==> src/rtl/energy_coeff_reader.sv <==
// ---------------------------------------------------------------------------
// energy_coeff_reader
//
// Fabric-side reader for the per-channel energy-calibration coefficient LUT.
// Each accepted photon event (channel, phase) issues one read on port A of the
// LUT RAM. The event travels alongside the read through a tracker shift
// register. When the RAM word is valid, the event and its word are written
// into an output FIFO. The FIFO head is presented as two signed coefficients.
// A credit rule keeps the FIFO from overflowing under downstream backpressure.
//
// Ports:
//   clk, rst_n            fabric clock (shared with RAM port A), async active-low reset
//   in_valid/in_ready     event stream handshake
//   in_chan, in_phase     event channel (RAM address) and signed phase
//   bram_en_a, bram_addr  RAM port A enable and read address (registered)
//   bram_we, bram_wr_data tied to zero; this port only reads
//   bram_rd_data          RAM read data, valid RD_LAT edges after the address edge
//   out_valid/out_ready   result stream handshake
//   out_chan, out_phase   event of the result at the FIFO head
//   out_c0, out_c1        low and high signed halves of the coefficient word
//   inflight              reads issued but not yet captured (debug)
//   overflow              sticky; a capture found the FIFO full
// ---------------------------------------------------------------------------
module energy_coeff_reader #(
  parameter int unsigned ADDR_W     = 10,
  parameter int unsigned DATA_W     = 64,
  parameter int unsigned PHASE_W    = 16,
  parameter int unsigned RD_LAT     = 3,
  parameter int unsigned FIFO_DEPTH = 8
) (
  input  logic                       clk,
  input  logic                       rst_n,
  input  logic                       in_valid,
  output logic                       in_ready,
  input  logic [ADDR_W-1:0]          in_chan,
  input  logic [PHASE_W-1:0]         in_phase,
  output logic                       bram_en_a,
  output logic                       bram_we,
  output logic [ADDR_W-1:0]          bram_addr,
  output logic [DATA_W-1:0]          bram_wr_data,
  input  logic [DATA_W-1:0]          bram_rd_data,
  output logic                       out_valid,
  input  logic                       out_ready,
  output logic [ADDR_W-1:0]          out_chan,
  output logic [PHASE_W-1:0]         out_phase,
  output logic signed [DATA_W/2-1:0] out_c0,
  output logic signed [DATA_W/2-1:0] out_c1,
  output logic [2:0]                 inflight,
  output logic                       overflow
);

  localparam int unsigned PTR_W  = (FIFO_DEPTH > 1) ? $clog2(FIFO_DEPTH) : 1;
  localparam int unsigned CNT_FW = PTR_W + 1;
  // Wide enough for fifo count plus inflight without wrapping.
  localparam int unsigned CNT_W  = PTR_W + 4;
  localparam int unsigned HALF_W = DATA_W / 2;

  // -------------------------------------------------------------------------
  // State
  // -------------------------------------------------------------------------
  // r_run keeps in_ready low while reset is asserted and for the first edge
  // after release, even though the credit sum is zero then.
  logic                r_run;
  logic                r_bram_en_a;
  logic [ADDR_W-1:0]   r_bram_addr;

  // Tracker: stage 0 is loaded on the issue edge; the last stage being valid
  // marks the edge at which bram_rd_data belongs to that event.
  logic [RD_LAT-1:0]   r_trk_vld;
  logic [ADDR_W-1:0]   r_trk_chan  [RD_LAT];
  logic [PHASE_W-1:0]  r_trk_phase [RD_LAT];

  logic [2:0]          r_inflight;

  logic [ADDR_W-1:0]   r_f_chan  [FIFO_DEPTH];
  logic [PHASE_W-1:0]  r_f_phase [FIFO_DEPTH];
  logic [DATA_W-1:0]   r_f_data  [FIFO_DEPTH];
  logic [PTR_W-1:0]    r_wr_ptr;
  logic [PTR_W-1:0]    r_rd_ptr;
  logic [CNT_FW-1:0]   r_cnt;
  logic                r_overflow;

  // -------------------------------------------------------------------------
  // Combinational control
  // -------------------------------------------------------------------------
  logic [CNT_W-1:0]    w_credit_sum;
  logic                w_issue;
  logic                w_capture;
  logic                w_empty;
  logic                w_full;
  logic                w_pop;
  logic                w_push;

  // Credit depends on registered state only, so in_ready never combinationally
  // follows in_valid or out_ready.
  assign w_credit_sum = CNT_W'(r_cnt) + CNT_W'(r_inflight);
  assign in_ready     = r_run && (w_credit_sum < CNT_W'(FIFO_DEPTH));

  assign w_issue   = in_valid && in_ready;
  assign w_capture = r_trk_vld[RD_LAT-1];
  assign w_empty   = (r_cnt == '0);
  assign w_full    = (r_cnt == CNT_FW'(FIFO_DEPTH));
  assign w_pop     = !w_empty && out_ready;
  // A pop on the same edge frees the slot, so a full FIFO can still accept.
  assign w_push    = w_capture && (!w_full || w_pop);

  // -------------------------------------------------------------------------
  // Control registers
  // -------------------------------------------------------------------------
  always_ff @(posedge clk or negedge rst_n) begin
    if (!rst_n) begin
      r_run       <= 1'b0;
      r_bram_en_a <= 1'b0;
      r_bram_addr <= '0;
      r_trk_vld   <= '0;
      r_inflight  <= '0;
      r_wr_ptr    <= '0;
      r_rd_ptr    <= '0;
      r_cnt       <= '0;
      r_overflow  <= 1'b0;
    end else begin
      r_run       <= 1'b1;

      r_bram_en_a <= w_issue;
      if (w_issue) begin
        r_bram_addr <= in_chan;
      end

      r_trk_vld[0] <= w_issue;
      for (int i = 1; i < int'(RD_LAT); i++) begin
        r_trk_vld[i] <= r_trk_vld[i-1];
      end

      unique case ({w_issue, w_capture})
        2'b10:   r_inflight <= r_inflight + 3'd1;
        2'b01:   r_inflight <= r_inflight - 3'd1;
        default: r_inflight <= r_inflight;
      endcase

      if (w_push) begin
        r_wr_ptr <= r_wr_ptr + PTR_W'(1);
      end
      if (w_pop) begin
        r_rd_ptr <= r_rd_ptr + PTR_W'(1);
      end

      unique case ({w_push, w_pop})
        2'b10:   r_cnt <= r_cnt + CNT_FW'(1);
        2'b01:   r_cnt <= r_cnt - CNT_FW'(1);
        default: r_cnt <= r_cnt;
      endcase

      // Should be unreachable under the credit rule; the entry is dropped.
      if (w_capture && !w_push) begin
        r_overflow <= 1'b1;
      end
    end
  end

  // -------------------------------------------------------------------------
  // Payload storage: qualified by the valid bits above, so no reset needed.
  // -------------------------------------------------------------------------
  always_ff @(posedge clk) begin
    r_trk_chan[0]  <= in_chan;
    r_trk_phase[0] <= in_phase;
    for (int i = 1; i < int'(RD_LAT); i++) begin
      r_trk_chan[i]  <= r_trk_chan[i-1];
      r_trk_phase[i] <= r_trk_phase[i-1];
    end

    if (w_push) begin
      r_f_chan[r_wr_ptr]  <= r_trk_chan[RD_LAT-1];
      r_f_phase[r_wr_ptr] <= r_trk_phase[RD_LAT-1];
      r_f_data[r_wr_ptr]  <= bram_rd_data;
    end
  end

  // -------------------------------------------------------------------------
  // Outputs
  // -------------------------------------------------------------------------
  logic [DATA_W-1:0] w_head_data;

  // Payload is forced to zero when empty so the stale FIFO contents never
  // leak onto the outputs, including straight after reset.
  assign w_head_data  = w_empty ? '0 : r_f_data[r_rd_ptr];

  assign out_valid    = !w_empty;
  assign out_chan     = w_empty ? '0 : r_f_chan[r_rd_ptr];
  assign out_phase    = w_empty ? '0 : r_f_phase[r_rd_ptr];
  assign out_c0       = w_head_data[HALF_W-1:0];
  assign out_c1       = w_head_data[DATA_W-1:HALF_W];

  assign bram_en_a    = r_bram_en_a;
  assign bram_addr    = r_bram_addr;
  assign bram_we      = 1'b0;
  assign bram_wr_data = '0;

  assign inflight     = r_inflight;
  assign overflow     = r_overflow;

endmodule

==> config.mk <==
export PLATFORM = sky130hd
export DESIGN_NAME = energy_coeff_reader
export DESIGN_NICKNAME = d
export VERILOG_FILES = /design/src/rtl/energy_coeff_reader.sv
export SDC_FILE = /design/constraint.sdc
export NUM_CORES = 1
export LEC_CHECK = 0
export CAP_MARGIN = 30
export CORE_ASPECT_RATIO = 1.25
export CORE_MARGIN = 5
export CORE_UTILIZATION = 50
export CTS_CLUSTER_SIZE = 8
export DETAILED_ROUTE_END_ITERATION = 12
export GPL_TIMING_DRIVEN = 0
export PLACE_DENSITY = 0.75
export RECOVER_POWER = 50
export SYNTH_ARGS = -nofsm -noshare
export SYNTH_HDL_FRONTEND = slang
export SYNTH_SLANG_ARGS = --single-unit
==> constraint.sdc <==
create_clock -name clk -period 9.8 [get_ports clk]
set_clock_uncertainty 0.15 [all_clocks]
set_input_delay 1.96 -clock clk [delete_from_list [all_inputs] [get_ports clk]]
set_output_delay 1.96 -clock clk [all_outputs]
set_load 0.05 [all_outputs]
==> results of run 1 <==
==> layout make-up <==
type / count / area share
Buffer: 128 / 0.02247
Antenna cell: 3 / 0.0001998
Clock inverter: 7 / 0.002397
Multi-Input combinational cell: 411 / 0.1539
Tap cell: 765 / 0.02547
Inverter: 10 / 0.0009988
Clock buffer: 158 / 0.07974
Timing Repair Buffer: 271 / 0.07927
Sequential cell: 826 / 0.6355
==> path summary, 6_finish.rpt <==
path                              startpoint                 end  slack, ps
hold reg to reg            r_trk_phase[0][7]  r_trk_phase[0][23]        170
setup / recovery                 r_rd_ptr[1]         out_chan[9]       3650
setup reg to reg                    r_cnt[2]            r_cnt[3]       5820
hold / removal             r_trk_phase[0][7]  r_trk_phase[0][23]        170
min in group asynchronous              rst_n            r_cnt[1]       1560
max in group asynchronous              rst_n        bram_addr[5]       6610
==> worst reg2reg max path: stages, from the launching register on <==
cell and delay, ps:
dfrtp_1 430, or3_1 450, o21ai_0 1000, ha_1 510
ha_1 350, or4b_2 680, o311ai_0 140, o211ai_1 140
==> state kept, by name, summed over array words and instances, names as in the netlist <==
name / cells
r_f_data: 512
r_f_phase: 128
r_f_chan: 80
r_trk_phase: 48
r_trk_chan: 30
bram_addr: 10
r_cnt: 4
inflight: 3
r_rd_ptr: 3
r_trk_vld: 3
r_wr_ptr: 3
overflow: 1
r_run: 1
==> power by group through the flow <==
stage	Sequential [mW]	Clock, mW	Combinational [mW]
after floorplan	4.34	0	3.05
after CTS	4.17	3.47	4.73
final	4.17	3.40	4.64
after global routing	4.19	3.65	4.87
after global placement	4.28	0	4.58
after detailed placement	4.24	0	4.71
==> cell usage in the layout, fill, tap and decap left out, types with 60 or more instances in the layout <==
master	n
edfxtp_1	720
conb_1	66
clkdlybuf4s50_1	107
clkbuf_16	113
dlygate4sd3_1	93
mux4_2	180
dfxtp_1	78
buf_4	66
clkbuf_1	60
a22o_1	90
==> cell families after synthesis <==
group	Yosys count	synth area share
AO/OA/AOI/OAI	103	0.02944
XOR/XNOR	9	0.002605
adder cells (fa/ha/maj)	10	0.004631
buffers and inverters	138	0.02919
flip-flops	826	0.7893
multiplexers	195	0.1395
other	2	0.0002482
AND/OR/NAND/NOR	28	0.005128
==> metal layers <==
metal  routed length [um]  part of all wire
met1                24800              0.38
met5                   13           0.00020
met2                34250              0.53
met4                 1612             0.025
met3                 4094             0.063
==> results.tsv, run 1 <==
metric	value	unit
cts_setup_buffers	0	
endpoint_kind	output pin	
clk_path_buf_depth	3	
ant_nets	0	
design_area	37580	sq um
leakage	12.81	nW
path_cells	buf_2 -> clkbuf_1 -> buf_6 -> buf_1 -> mux4_2 -> a22o_1 -> clkdlybuf4s50_1	
wl_per_cell	25.12	um
max_stage_delay	720	ps
status	finished clean	
hold_path_class	flop to flop	
switchingPower	4.273	mW
ys.warnings.count	0	
synth.largest_area_cell	edfxtp_1	
cp_top_family	buffers and inverters	
die_x	230.0	um
drc	0	
synth_most_common_cell	edfxtp_1	
power_frac_comb	0.380	
ctsHtreeMaxLevel	3	
worstMarginPinSlew	1259	ps
rsz0062_at_grt	no	
clock_latency	640	ps
drv_cap	0	
gp_congestion	0.7156	
antenna_found_initial	8	
synthCells	1311	
hold_buffers	0	
ctsResizeCount	0	
final_cells	2579	
grt_use_met2	0.3463	
swShare	0.3499	
place_area	34520	sq um
critPathBufInv	5	
viasPerCell	5.551	
coreArea	59810	sq um
synth_edf_count	720	
synthDistinctLibCells	40	
area_delta_synth_final	24.19	%
grt_overflow	0	
worstSetupPathType	flop to output pin	
n_fill_cell	4045	
clock.fmax	0.1625	GHz
slew_violations	0	
fp.dieArea	65570	sq um
grt_max_degree	25	
start_util	0.5059	
synth_common_cells	720 x edfxtp_1, 180 x mux4_2, 90 x a22o_1, 78 x dfxtp_1, 65 x buf_4	
pin_count	266	
pwr-share-seq	0.342	
routed_wirelength	64780	um
synth.area.top_cells	edfxtp_1 71%, mux4_2 13%, dfxtp_1 5.2%, a22o_1 2.6%, dfrtp_1 2.3%	
grt-busiest-layer	met2	
p_clk_frac	0.278	
r2r_cells	7	
fin_hold_ws	170.8	ps
p_total	12.21	mW
dp_hpwl	42310	um
synth_area	30260	sq um
drt_iter0_drc	1061	
chipHeight	285.0	um
num_vias	14315	
synth-seq-cells	826	
setup_tns	0	ps
clock-sinks	826	
dr.pass1.iters	5	
cts_root_buf	clkbuf_16	
cts_tree	built	
dp_cells	2411	
multi_input_area	5784	sq um
met1_usage	0.2451	
startpoint_type	flop	
fin_crit_sh	0.6278	
grt_pass1_wl	97100	um
rows	100	
fin_nets	1865	
synth-seq-area-share	0.7893	
crit_path_top_delay_cell	clkdlybuf4s50_1	
power_density	325.0	nW/um^2
slew_headroom	0.1519	
pre_cts_slack	4276	ps
gr-usage-all-layers	0.1973	
synth_top_area_share	0.7145	
hold_path_depth	0	
intPower	7.940	mW
postSynth.asyncResetShare	0.03390	
crit_required	7690	ps
layout_setup_ws	3648	ps
regArea	23880	sq um
final_layout_size_suffix_gt1_frac	0.2744	
hold_viol	0	
final_util	0.6283	
worstPathArrival	4040	ps
numPortBuffers	200	
final.min_clock_period	6152	ps
crit_fanout	10	
vdd.ir_drop.worst	225.9	uV
synthFlopType	edfxtp_1	
met3_usage	0.04796	
setup_violations	0	
cts.clk_slew.worst_paths	50	ps
crit_cells	7	
avgSynthCellArea	23.08	sq um
cts_buffers	113	
grt_pass1_vias	15767	
Power figures use the tool's default switching activity.
==> run 2: changes to the inputs <==
clock period = 5.4 ns   (was 9.8 ns; I/O delays follow)
==> results.tsv, run 2 (synthesized netlist as in run 1, its figures left out) <==
metric	value	unit	change
hold_path_class	flop to flop		unchanged
layout_common_cells	720 x edfxtp_1, 180 x mux4_2, 119 x clkbuf_16		was 720 x edfxtp_1, 180 x mux4_2, 113 x clkbuf_16
setup_tns	0	ps	unchanged
design_area	37760	sq um	was 37,580 sq um
rows	100		unchanged
max_stage_delay	780	ps	was 720 ps
power_frac_comb	0.376		was 0.380
grt_pass1_wl	99330	um	was 97,100 um
crit_path_top_delay_cell	clkdlybuf4s50_1		unchanged
clock-sinks	826		unchanged
worstMarginPinSlew	1355	ps	was 1259 ps
dr.pass1.iters	5		unchanged
dp_cells	2389		was 2,411
largest_register_ffs	512		unchanged
wl_per_cell	25.50	um	was 25.12 um
path_cells	buf_2 -> clkbuf_1 -> buf_6 -> buf_2 -> mux4_2 -> a22o_1 -> clkdlybuf4s50_1		was buf_2 -> clkbuf_1 -> buf_6 -> buf_1 -> mux4_2 -> a22o_1 -> clkdlybuf4s50_1
fin_nets	1843		was 1,865
rr_endpoint	r_cnt[3]		unchanged
ctsHtreeMaxLevel	3		unchanged
start_util	0.5059		unchanged
clk_path_buf_depth	3		unchanged
setup_violations	0		unchanged
power_density	592.8	nW/um^2	was 325.0 nW/um^2
hold_path_depth	0		unchanged
holdPathEnd	r_trk_phase[0][22]		was r_trk_phase[0][23]
p_total	22.38	mW	was 12.21 mW
startpoint_type	flop		unchanged
drc	0		unchanged
worstSetupPathType	flop to output pin		unchanged
r2r_cells	7		unchanged
viasPerCell	5.637		was 5.551
leakage	12.84	nW	was 12.81 nW
intPower	14.61	mW	was 7.940 mW
clock_latency	650	ps	was 640 ps
grt_pass1_vias	15980		was 15,767
hold_viol	0		unchanged
routed_wirelength	65640	um	was 64,780 um
antenna_found_initial	11		was 8
final_common_cell	edfxtp_1		unchanged
worstPathArrival	3920	ps	was 4040 ps
cp_top_family	buffers and inverters		unchanged
reg_top3	r_f_data x512, r_f_phase x128, r_f_chan x80		unchanged
ant_nets	0		unchanged
dp_hpwl	41920	um	was 42,310 um
ctsResizeCount	0		unchanged
cts_setup_buffers	0		unchanged
cts.clk_slew.worst_paths	50	ps	about the same
drt_iter0_drc	1091		was 1,061
numPortBuffers	200		unchanged
final_layout_size_suffix_gt1_frac	0.2629		was 0.2744
p_clk_frac	0.285		was 0.278
fp.dieArea	65570	sq um	unchanged
final_util	0.6313		was 0.6283
final.min_clock_period	5153	ps	
switchingPower	7.771	mW	was 4.273 mW
die_x	230.0	um	unchanged
status	finished clean		unchanged
cts_root_buf	clkbuf_16		unchanged
final_cells	2574		was 2,579
critPathBufInv	5		unchanged
drv_cap	0		unchanged
crit_required	4170	ps	was 7690 ps
clock.fmax	0.1941	GHz	
hold_start	r_trk_phase[0][6]		was r_trk_phase[0][7]
pre_cts_slack	571.7	ps	was 4276 ps
gr-usage-all-layers	0.2020		was 0.1973
hold_buffers	0		unchanged
num_vias	14509		was 14,315
regMostFlops	r_f_data		unchanged
pwr-share-seq	0.339		was 0.342
cts_buffers	113		unchanged
layout_setup_ws	247.2	ps	was 3648 ps
n_fill_cell	3945		was 4,045
endpoint_kind	output pin		unchanged
vdd.ir_drop.worst	425.9	uV	was 225.9 uV
fin_crit_sh	0.9542		
place_area	34560	sq um	was 34,520 sq um
swShare	0.3472		was 0.3499
area_delta_synth_final	24.78	%	was 24.19%
grt_max_degree	27		was 25
crit_fanout	10		unchanged
pin_count	266		unchanged
rsz0062_at_grt	no		unchanged
gp_congestion	0.7193		was 0.7156
coreArea	59810	sq um	unchanged
reg2reg_slack	1910	ps	was 5820 ps
reg2reg_from	r_cnt[2]		unchanged
cts_tree	built		unchanged
slew_headroom	0.08963		was 0.1519
cpMostUsedCell	buf_2		
chipHeight	285.0	um	unchanged
slew_violations	0		unchanged
fin_hold_ws	170.5	ps	was 170.8 ps
grt_overflow	0		unchanged
run 2: cell count changes in the layout (fill, tap and decap cells not counted), sizes merged:
cell and change:
inv -1, dlygate4sd3 -1, clkbuf +19, clkinv -3, clkdlybuf4s50 +1, buf -22
diode +3, clkinvlp -1
run 2: worst max-delay path by stage:
stage	from	end	slack, ps	cells past startpoint
3_5_place_dp	r_rd_ptr[1]	out_chan[2]	570	6
5_1_grt	r_rd_ptr[0]	out_chan[2]	10	7
2_1_floorplan	out_ready	r_f_chan[7][0]	-470	3
4_1_cts	r_rd_ptr[0]	out_chan[2]	60	7
6_report	r_rd_ptr[0]	out_c1[29]	250	7
3_3_place_gp	out_ready	r_f_data[7][46]	-5030	4
run 2: layout make-up:
| class | count | area [sq um] | area share |
|---|---|---|---|
| clock inverters | 2 | 17.52 | 0.0004639 |
| plain buffers | 127 | 840.8 | 0.02227 |
| diodes | 6 | 15.01 | 0.0003977 |
| clock buffers | 177 | 3196 | 0.08464 |
| multi-input cells | 411 | 5798 | 0.1536 |
| repair buffers | 250 | 3012 | 0.07977 |
| well taps | 765 | 957.2 | 0.02535 |
| flip-flops and latches | 826 | 23880 | 0.6326 |
| inverters | 10 | 37.54 | 0.0009942 |
run 2: power groups by stage:
stage / clock network [mW] / logic (mW) / registers, mW
2_1_floorplan: 0 / 5.54 / 7.87
3_3_place_gp: 0 / 8.31 / 7.74
3_5_place_dp: 0 / 8.54 / 7.70
4_1_cts: 6.52 / 8.59 / 7.59
5_1_grt: 6.82 / 8.84 / 7.61
6_report: 6.38 / 8.42 / 7.58
run 2: routing by layer:
layer | global-route usage | share of wire | up-vias
met5 | 0 | 0.00020 | -
met4 | 0.06548 | 0.024 | 2
met3 | 0.04359 | 0.067 | 104
met2 | 0.3439 | 0.52 | 584
met1 | 0.2630 | 0.39 | 7591
li1 | - | - | 6228
==> run 3: changes to the inputs <==
CTS_CLUSTER_SIZE = unset   (was 8)
==> results.tsv, run 3 (synthesized netlist as in run 1, its figures left out) <==
metric	value	unit	change
setup_violations	0		unchanged
crit_required	4170	ps	about the same
rows	100		unchanged
crit_cells	7		unchanged
routed_wirelength	64510	um	was 65,640 um
fin_crit_sh	0.9525		was 0.9542
hold_path_class	flop to flop		unchanged
grt_pass1_vias	15492		was 15,980
worstPathArrival	3910	ps	was 3920 ps
worstSetupPathType	flop to output pin		unchanged
path_cells	buf_2 -> clkbuf_1 -> buf_6 -> buf_2 -> mux4_2 -> a22o_1 -> clkdlybuf4s50_1		unchanged
crit_fanout	10		unchanged
layout_setup_ws	256.6	ps	was 247.2 ps
dr.pass1.iters	5		unchanged
ctsHtreeMaxLevel	3		unchanged
reg_top3	r_f_data x512, r_f_phase x128, r_f_chan x80		unchanged
max_stage_delay	730	ps	was 780 ps
layout_common_cells	720 x edfxtp_1, 180 x mux4_2, 108 x clkdlybuf4s50_1		was 720 x edfxtp_1, 180 x mux4_2, 119 x clkbuf_16
grt_max_degree	27		unchanged
cts_buffers	77		was 113
grt_overflow	0		unchanged
wl_per_cell	25.42	um	was 25.50 um
final.min_clock_period	5143	ps	was 5153 ps
cpMostUsedCell	buf_2		unchanged
drc	0		unchanged
rr_endpoint	r_cnt[3]		unchanged
coreArea	59810	sq um	unchanged
cp_top_family	buffers and inverters		unchanged
cts_setup_buffers	0		unchanged
ant_nets	0		unchanged
cts_root_buf	clkbuf_16		unchanged
gp_congestion	0.7193		unchanged
final_common_cell	edfxtp_1		unchanged
power_density	578.3	nW/um^2	was 592.8 nW/um^2
dp_hpwl	41920	um	unchanged
cts_tree	built		unchanged
cts.clk_slew.worst_paths	60	ps	was 50 ps
r2r_cells	8		was 7
num_vias	14324		was 14,509
clock_latency	620	ps	was 650 ps
fp.dieArea	65570	sq um	unchanged
clock.fmax	0.1944	GHz	was 0.1941 GHz
design_area	37080	sq um	was 37,760 sq um
crit_path_top_delay_cell	clkdlybuf4s50_1		unchanged
chipHeight	285.0	um	unchanged
holdPathEnd	r_trk_phase[0][41]		was r_trk_phase[0][22]
ctsResizeCount	0		unchanged
startpoint_type	flop		unchanged
fin_nets	1807		was 1,843
drv_cap	0		unchanged
slew_headroom	0.2351		was 0.08963
leakage	12.54	nW	was 12.84 nW
clk_path_buf_depth	3		unchanged
die_x	230.0	um	unchanged
worstMarginPinSlew	1139	ps	was 1355 ps
pin_count	266		unchanged
regMostFlops	r_f_data		unchanged
critPathLaunch	r_rd_ptr[0]		unchanged
start_util	0.5059		unchanged
reg2reg_from	r_cnt[2]		unchanged
vdd.ir_drop.worst	400.5	uV	was 425.9 uV
hold_path_depth	0		unchanged
pre_cts_slack	571.7	ps	unchanged
status	finished clean		unchanged
final_layout_size_suffix_gt1_frac	0.2643		was 0.2629
place_area	34560	sq um	unchanged
grt_pass1_wl	97390	um	was 99,330 um
reg2reg_slack	1810	ps	was 1910 ps
rsz0062_at_grt	no		unchanged
hold_buffers	0		unchanged
antenna_found_initial	11		unchanged
viasPerCell	5.644		was 5.637
endpoint_kind	output pin		unchanged
area_delta_synth_final	22.53	%	was 24.78%
n_fill_cell	4052		was 3,945
hold_start	r_trk_phase[0][25]		was r_trk_phase[0][6]
critPathBufInv	5		unchanged
clock-sinks	826		unchanged
gr-usage-all-layers	0.1978		was 0.2020
largest_register_ffs	512		unchanged
drt_iter0_drc	1294		was 1,091
numPortBuffers	200		unchanged
hold_viol	0		unchanged
slew_violations	0		unchanged
==> run 3: cell count changes in the layout (fill, tap and decap cells not counted), sizes merged <==
cell and delta:
buf -1, clkbuf -79, bufinv +10, inv +5, clkinv +26, clkinvlp +3
==> run 3: worst max path at each step <==
stage | end | slack [ps]
6_report | out_chan[2] | 260
5_1_grt | out_chan[2] | 30
4_1_cts | out_chan[2] | 110
3_5_place_dp | out_chan[2] | 570
3_3_place_gp | r_f_data[7][46] | -5030
2_1_floorplan | r_f_chan[7][0] | -470
==> run 3: worst register-to-register path: stages, from the launching register on <==
cell	delay, ps
dfrtp_1	440
or3_1	450
o21ai_0	270
clkbuf_1	470
ha_1	420
ha_1	350
or4b_2	690
o311ai_0	120
o211ai_1	120
==> run 3: metal layers <==
| layer | up-vias | part of all wire | GRT usage |
|---|---|---|---|
| li1 | 6162 | - | - |
| met1 | 7535 | 0.40 | 0.2627 |
| met2 | 538 | 0.52 | 0.3338 |
| met3 | 87 | 0.069 | 0.04458 |
| met5 | - | 0.00020 | 0 |
| met4 | 2 | 0.018 | 0.05621 |
==> run 3: area by class of cell <==
cell class | instances | area, sq um | share of cell area
clock buffers | 97 | 2043 | 0.05511
diodes | 6 | 15.01 | 0.0004050
clock inverters | 46 | 513.0 | 0.01384
plain buffers | 127 | 840.8 | 0.02268
multi-input cells | 411 | 5798 | 0.1564
inverters | 10 | 37.54 | 0.001012
well taps | 765 | 957.2 | 0.02582
flip-flops and latches | 826 | 23880 | 0.6442
repair buffers | 250 | 2988 | 0.08059
==> run 3: power by group <==
group          switching [mW]  total, mW  internal (mW)
clock network            2.28       5.46           3.18
logic                    5.17       8.42           3.25
registers               0.190       7.56           7.37
==> run 3: metrics by stage <==
stage          TNS [ps]  total power [mW]  hold slack (ps)  instances  utilization
6_report              0             21.44            169.2       2538       0.6199
5_1_grt               0             22.29            174.7       2535       0.6198
4_1_cts               0             21.73            171.4       2531       0.6205
3_5_place_dp          0             16.24            162.1       2389       0.5778
3_3_place_gp   -3234430             16.05            160.0       2340       0.5600
2_1_floorplan   -207340             13.41            159.6       1375            -
